===== src/rtl/instr_fetch_buffer.sv =====
// In-order instruction fetch buffer: issues word reads for incoming PCs and hands the returned
// instructions to decode. Optional FETCH_BYPASS_EN forwards a response straight to an empty head.
module instr_fetch_buffer #(
  parameter int unsigned WIDTH = 32,
  parameter int unsigned DEPTH = 4
) (
  input  logic             clk_i,
  input  logic             rst_ni,
  input  logic [WIDTH-1:0] pc_in_i,
  input  logic             pc_valid_i,
  output logic             pc_ready_o,
  input  logic             redirect_i,
  output logic             mem_req_valid_o,
  output logic [WIDTH-1:0] mem_req_addr_o,
  input  logic             mem_req_ready_i,
  input  logic             mem_rsp_valid_i,
  input  logic [WIDTH-1:0] mem_rsp_data_i,
  output logic             instr_valid_o,
  output logic [WIDTH-1:0] instr_o,
  output logic [WIDTH-1:0] instr_pc_o,
  input  logic             instr_ready_i
);

  localparam int unsigned PtrW = $clog2(DEPTH);
  localparam int unsigned CntW = $clog2(DEPTH) + 1;

  typedef logic [PtrW-1:0] ptr_t;
  typedef logic [CntW-1:0] cnt_t;
  typedef enum logic [0:0] {StRun, StDrain} state_e;

  logic [WIDTH-1:0] pc_q   [DEPTH];
  logic [WIDTH-1:0] data_q [DEPTH];
  logic [DEPTH-1:0] filled_q;
  ptr_t             alloc_ptr_q, alloc_ptr_d;
  ptr_t             fill_ptr_q, fill_ptr_d;
  ptr_t             head_ptr_q, head_ptr_d;
  // pend counts allocated entries still waiting for their response
  cnt_t             occ_q, occ_d, pend_q, pend_d, kill_q, kill_d;
  state_e           state_q, state_d;

  logic credit, alloc, fill, pop, bypass, head_filled, rsp_due;

  assign credit          = (occ_q + kill_q) < cnt_t'(DEPTH);
  assign mem_req_valid_o = rst_ni & pc_valid_i & credit & ~redirect_i;
  assign pc_ready_o      = mem_req_valid_o & mem_req_ready_i;
  assign mem_req_addr_o  = {pc_in_i[WIDTH-1:2], 2'b00};

  assign alloc       = pc_ready_o;
  assign fill        = rst_ni & mem_rsp_valid_i & ~redirect_i & (state_q == StRun) &
                       (pend_q != '0);
  assign head_filled = filled_q[head_ptr_q];
  assign rsp_due     = (kill_q != '0) | (pend_q != '0);

`ifdef FETCH_BYPASS_EN
  // Entries fill in order, so an unfilled head is exactly the entry at fill_ptr.
  assign bypass = fill & ~head_filled & (fill_ptr_q == head_ptr_q);
`else
  assign bypass = 1'b0;
`endif

  assign instr_valid_o = ~redirect_i & (head_filled | bypass);
  assign instr_o       = bypass ? mem_rsp_data_i : data_q[head_ptr_q];
  assign instr_pc_o    = pc_q[head_ptr_q];
  assign pop           = instr_valid_o & instr_ready_i;

  always_comb begin
    alloc_ptr_d = alloc_ptr_q;
    fill_ptr_d  = fill_ptr_q;
    head_ptr_d  = head_ptr_q;
    occ_d       = occ_q;
    pend_d      = pend_q;
    kill_d      = kill_q;
    if (redirect_i) begin
      fill_ptr_d = alloc_ptr_q;
      head_ptr_d = alloc_ptr_q;
      occ_d      = '0;
      pend_d     = '0;
      kill_d     = kill_q + pend_q - cnt_t'(mem_rsp_valid_i & rsp_due);
    end else begin
      if (alloc) alloc_ptr_d = alloc_ptr_q + ptr_t'(1);
      if (fill) fill_ptr_d = fill_ptr_q + ptr_t'(1);
      if (pop) head_ptr_d = head_ptr_q + ptr_t'(1);
      if (mem_rsp_valid_i && state_q == StDrain) kill_d = kill_q - cnt_t'(1);
      occ_d  = occ_q + cnt_t'(alloc) - cnt_t'(pop);
      pend_d = pend_q + cnt_t'(alloc) - cnt_t'(fill);
    end
    state_d = (kill_d != '0) ? StDrain : StRun;
  end

  always_ff @(posedge clk_i or negedge rst_ni) begin
    if (!rst_ni) begin
      for (int unsigned i = 0; i < DEPTH; i++) begin
        pc_q[i]   <= '0;
        data_q[i] <= '0;
      end
      filled_q    <= '0;
      alloc_ptr_q <= '0;
      fill_ptr_q  <= '0;
      head_ptr_q  <= '0;
      occ_q       <= '0;
      pend_q      <= '0;
      kill_q      <= '0;
      state_q     <= StRun;
    end else begin
      alloc_ptr_q <= alloc_ptr_d;
      fill_ptr_q  <= fill_ptr_d;
      head_ptr_q  <= head_ptr_d;
      occ_q       <= occ_d;
      pend_q      <= pend_d;
      kill_q      <= kill_d;
      state_q     <= state_d;
      if (redirect_i) begin
        filled_q <= '0;
      end else begin
        if (alloc) begin
          pc_q[alloc_ptr_q]     <= pc_in_i;
          filled_q[alloc_ptr_q] <= 1'b0;
        end
        if (fill) begin
          data_q[fill_ptr_q]   <= mem_rsp_data_i;
          filled_q[fill_ptr_q] <= 1'b1;
        end
        // Clearing on pop keeps a freed head from looking valid; also wins for a bypassed pop.
        if (pop) filled_q[head_ptr_q] <= 1'b0;
      end
    end
  end

  rsp_expected_a: assert property (@(posedge clk_i) disable iff (!rst_ni)
    mem_rsp_valid_i |-> rsp_due);

endmodule


===== config.mk =====
export PLATFORM = sky130hd
export DESIGN_NAME = instr_fetch_buffer
export DESIGN_NICKNAME = d
export VERILOG_FILES = /design/src/rtl/instr_fetch_buffer.sv
export SDC_FILE = /design/constraint.sdc
export NUM_CORES = 1
export LEC_CHECK = 0
export CORE_MARGIN = 1
export CORE_UTILIZATION = 35
export CTS_BUF_LIST = sky130_fd_sc_hd__clkbuf_2 sky130_fd_sc_hd__clkbuf_4 sky130_fd_sc_hd__clkbuf_8
export CTS_CLUSTER_DIAMETER = 30
export DETAILED_ROUTE_END_ITERATION = 16
export GPL_TIMING_DRIVEN = 1
export HOLD_SLACK_MARGIN = 0.02
export PLACE_DENSITY = 0.59
export SLEW_MARGIN = 10
export SYNTH_ARGS = -nofsm -noshare
export SYNTH_HDL_FRONTEND = slang
export SYNTH_SLANG_ARGS = --single-unit
export TNS_END_PERCENT = 100

===== constraint.sdc =====
create_clock -name clk_i -period 8.1 [get_ports clk_i]
set_clock_uncertainty 0.2 [all_clocks]
set_input_delay 1.62 -clock clk_i [delete_from_list [all_inputs] [get_ports clk_i]]
set_output_delay 1.62 -clock clk_i [all_outputs]
set_load 0.01 [all_outputs]

# Yosys cells after proc, flatten, opt, wreduce, memory -nomap -nowiden
# Cells that the tools add are included.
op_classes:
  n_addsub: 11
  n_lt_le_gt_ge: 12
  muxes: 35
  bitwise: 22
  n_reduce_logical: 13
op_table:
  columns: ["operator", "n"]
  rows:
  - ["$bwmux W128", 2]
  - ["$mux W32", 6]
  - ["$bmux W32 S2", 2]
  - ["$demux W32 S2", 2]
  - ["$mux W4", 6]
  - ["$mux W3", 4]
  - ["$and A1 B1 Y1", 11]
  - ["$ge A3 B3 Y1 const B", 3]
  - ["$lt A2 B3 Y1 const B", 3]
  - ["$not A2 Y3", 3]
  - ["$reduce_bool A3 Y1", 3]
  - ["$sub A3 B1 Y3", 3]
  - ["$and A4 B4 Y4", 2]
  - ["$mux W2", 4]
  - ["$not A4 Y4", 2]
  - ["$add A2 B1 Y2 const B", 3]
  - ["$add A3 B1 Y3", 2]
  - ["$add A3 B3 Y3", 2]
  - ["$demux W1 S2", 3]
  - ["$ge A2 B1 Y1 const B", 3]
  - ["$logic_and A1 B1 Y1", 6]
  - ["$lt A3 B1 Y1 const B", 2]
  - ["$mux W1", 5]
  - ["$or A4 B4 Y4", 1]
  - ["7 further kinds", 10]
word_totals:
  register_bits: 276
  in_bits: 71
  output_inout_bits: 99
  wordCells: 109

# Logic depth before layout (Yosys ltp)
depth:
  ltp_word: 14
  mapped_depth: 12
  ltp_nobuf: 12

# Worst setup path after synthesis
# Ideal clock, no wire load.
synth_path:
  kind: "in2out"
  startpoint: "input port rst_ni"
  endpoint: "output port pc_ready_o"
  t_arrival_ns: 2.507
  required_time_ns: 6.280
  setup_slack_ns: 3.773
  cell_stages: 5
  path_cell_list: "nor2b_1 > and3_1 > clkbuf_1 > and2_1 > clkbuf_1"
synth_between:
  elab_chain_len: 4
synth_lines:
  columns: ["element", "line_no", "text"]
  rows:
  - ["start: declaration", "8", "input logic rst_ni,"]
  - ["$and A1 B1 Y1 (3 in a row)", "44", "assign mem_req_valid_o = rst_ni & pc_valid_i & credit & ~redirect_i;"]
  - ["$and A1 B1 Y1", "45", "assign pc_ready_o = mem_req_valid_o & mem_req_ready_i;"]
  - ["end: declaration", "11", "output logic pc_ready_o,"]
# No other way between the ends.

# Worst setup path after layout
layout_path:
  startpoint: "input port redirect_i"
  endpoint: "output port pc_ready_o"
layout_between:
  elab_chain_len: 3
layout_lines:
  columns: ["element", "line_no", "text"]
  rows:
  - ["start: declaration", "12", "input logic redirect_i,"]
  - ["$not A1 Y1 (no source line)", null, null]
  - ["$and A1 B1 Y1", "44", null]
  - ["$and A1 B1 Y1", "45", null]
# No other way between the ends.

==> run metrics <==
outcome=complete, no violations; Unique masters post-synth=35; Seq/Total Area, Yosys=54.85%; largest net degree at the start of global routing=85; cts hold-fix bufs=0; fin util=46.07%; synthesis-to-finish area growth=29.83%; H-tree levels=3; worst reg2reg startpoint=head_ptr_q[0]$_DFFE_PN0P_; # fillers=3168; met1 Track Usage GR=19.47%; pre-CTS setup slack=2.430 ns; CP startpoint kind=input pin; CP Max Fanout=24; Syn Inst Count=788; CTS Buf Count=70; Die X=191.7 µm; Hold Path Depth=1; global-route wire length before repair=43.28 mm; Clock transition at path regs=0.05 ns; clock sinks=276; WP buf/inv=3; Final Hold Viols=0; multi-input logic area=5182 µm²; R2R depth=10; R2R setup slack=4.66 ns; number of port buffers=167; count leader, synth=dfrtp_1; core area=35480 µm²; Crit Path Class=input pin to primary output; RR Endpoint=occ_q[2]$_DFF_PN0_; Post-synth EDFFs=0; worst hold slack=0.2813 ns; Ys Warns=0; Die Area=36740 µm²; hpwl dp=16.06 mm; Tmin final=5.675 ns; Synth top area share=54.85%; GRT Total Usage=15.34%; setup TNS=0 ns; GRT met3 Usage=4.878%; post-synthesis register bit count=276; async set or reset register ratio after synthesis=100.0%; CP Cell Sequence=clkdlybuf4s50_1 > buf_4 > nor2b_1 > and3_1 > and2_1 > clkdlybuf4s50_1; fin. max-slew vios=0; Synth Area per Inst=15.98 µm²; DRC viols=0; Worst-Skew Late Latency=0.57 ns; Pwr Total=5.213 mW; RSZ-0062 raised after global routing=no; Cell Pwr Density=318.9 nW/µm²; root buffer cell=clkbuf_8; vias per inst=4.873; main flop type after synthesis=dfrtp_1; initial drt markers=195; Die Span Y=191.7 µm; post-route ant nets=0; CP dominant cell by count=clkdlybuf4s50_1; Starting Density=35.49%; Layout Nets=1061; post-synth top area cell=dfrtp_1; Tcrit/Tclk final=70.06%; Arrival @ worst endpoint=3.86 ns; CP Capture Type=primary output; grt met2 use=24.55%; Leak=7.718 nW; GP Congestion=0.7168; Worst Tran Pin Value=0.9665 ns; Mapped Area=12590 µm²; Worst Path Required=6.28 ns; setup violators final=0; register area=6914 µm²; layout cells sized above 1=45.69%; drt first pass iters=6; normalized max-slew margin=35.57%; Longest Clk Path Bufs=3; GR Overflow Total=0; ranking of synthesized cells by area=dfrtp_1 (55%), mux2_2 (22%), mux4_2 (12%); num rows=69; Min-Delay Endpoint=pc_q[36]$_DFFE_PN0P_; CTS tree=done; max incr delay on CP=0.68 ns; post-cts resize count=0; Peak VDD IR=0.1954 mV; routed vias=7226; Max-Cap Viols=0; Highest Clock Rate=176.2 MHz; drt wl/cell=18.20 µm; hold crit path type=register to register; Hold Path Origin=pc_q[36]$_DFFE_PN0P_; Total Routed Length=26.99 mm; Post-synth top cells=dfrtp_1 (276), mux2_2 (246), mux4_2 (65), buf_2 (32), buf_4 (32); initial antenna violation count=0; grt peak-use layer=met2; CP delay by family, top=buffers and inverters; post-route setup slack=2.425 ns; Setup Buffers After CTS=0; Ant. Diodes=0; vias in the first global route=7912; Top Ports=170; CP max stage cell=clkdlybuf4s50_1
[sequential cells by signal, indices dropped and copies added, names as in the netlist]
signal       flops
alloc_ptr_q      2
filled_q         4
pc_q           128
occ_q            3
data_q         128
fill_ptr_q       2
kill_q           3
pend_q           3
head_ptr_q       2
state_q          1
[layout by cell type, fill, tap and decap left out, types with 5 or more instances in the layout]
| cell | n |
|---|---|
| inv_1 | 23 |
| buf_4 | 15 |
| clkbuf_8 | 89 |
| clkinv_2 | 8 |
| xnor2_1 | 7 |
| mux2_2 | 246 |
| bufinv_16 | 13 |
| dfrtp_1 | 274 |
| a31oi_1 | 5 |
| mux4_2 | 65 |
| clkdlybuf4s50_1 | 166 |
| clkbuf_4 | 6 |
| nand3_2 | 8 |
| clkinvlp_4 | 12 |
| ha_1 | 22 |
| mux2_1 | 10 |
[power breakdown]
group	internal (mW)	total, mW	switching [mW]
registers	1.68	1.90	0.222
logic	0.729	1.18	0.447
clock network	1.44	2.13	0.695
[worst reg2reg max path: cells and delay by family, from the launching register on]
family                     cells  cell delay, ns
DFF                            1            0.93
adders and majority gates      3            0.81
muxes                          1            0.61
and+or+nand+nor                2            0.35
xor gates and xnor gates       2            0.32
buffers and inverters          2            0.10
[routing by layer]
layer  wire length [µm]  part of all wire (%)
met1              11950                    44
met3               1637                   6.1
met5                  0                     0
met2              12840                    48
met4                563                   2.1
[kinds of logic (layout without fill, tap and decap cells)]
family	count (synthesis)	count (layout)	share of synthesized area [%]
adders and majority gates	25	25	2.663
buffers and inverters	101	334	4.342
other	1	2	0.02978
muxes	324	324	34.76
and+or+nand+nor	30	30	1.282
AOI/OAI and AO/OA	19	19	1.073
xor gates and xnor gates	12	12	1.004
DFF	276	276	54.85
[how the worst max path moves through the flow]
stage	endpoint	depth (start not counted)	start
after floorplan	pc_ready_o	5	rst_ni
after global placement	pc_ready_o	6	redirect_i
after detailed placement	pc_ready_o	6	redirect_i
after CTS	pc_ready_o	5	rst_ni
after global routing	pc_ready_o	5	rst_ni
final	pc_ready_o	6	redirect_i
[through the flow]
stage	std cells	instance area [µm²]
6_report	1483	16350
5_1_grt	1483	16350
4_1_cts	1483	16350
3_5_place_dp	1354	14550
3_3_place_gp	1354	14550
2_1_floorplan	789	12600
[cell type report]
cell class                 count  area share (%)
multi-input combinational    412           31.70
timing repair buffer         182           10.94
inverter                      23          0.5281
sequential                   276           42.29
tap                          461           3.528
clock inverter                34           3.237
clock buffer                  95           7.768
No activity file was read; power rests on OpenSTA's default activity.
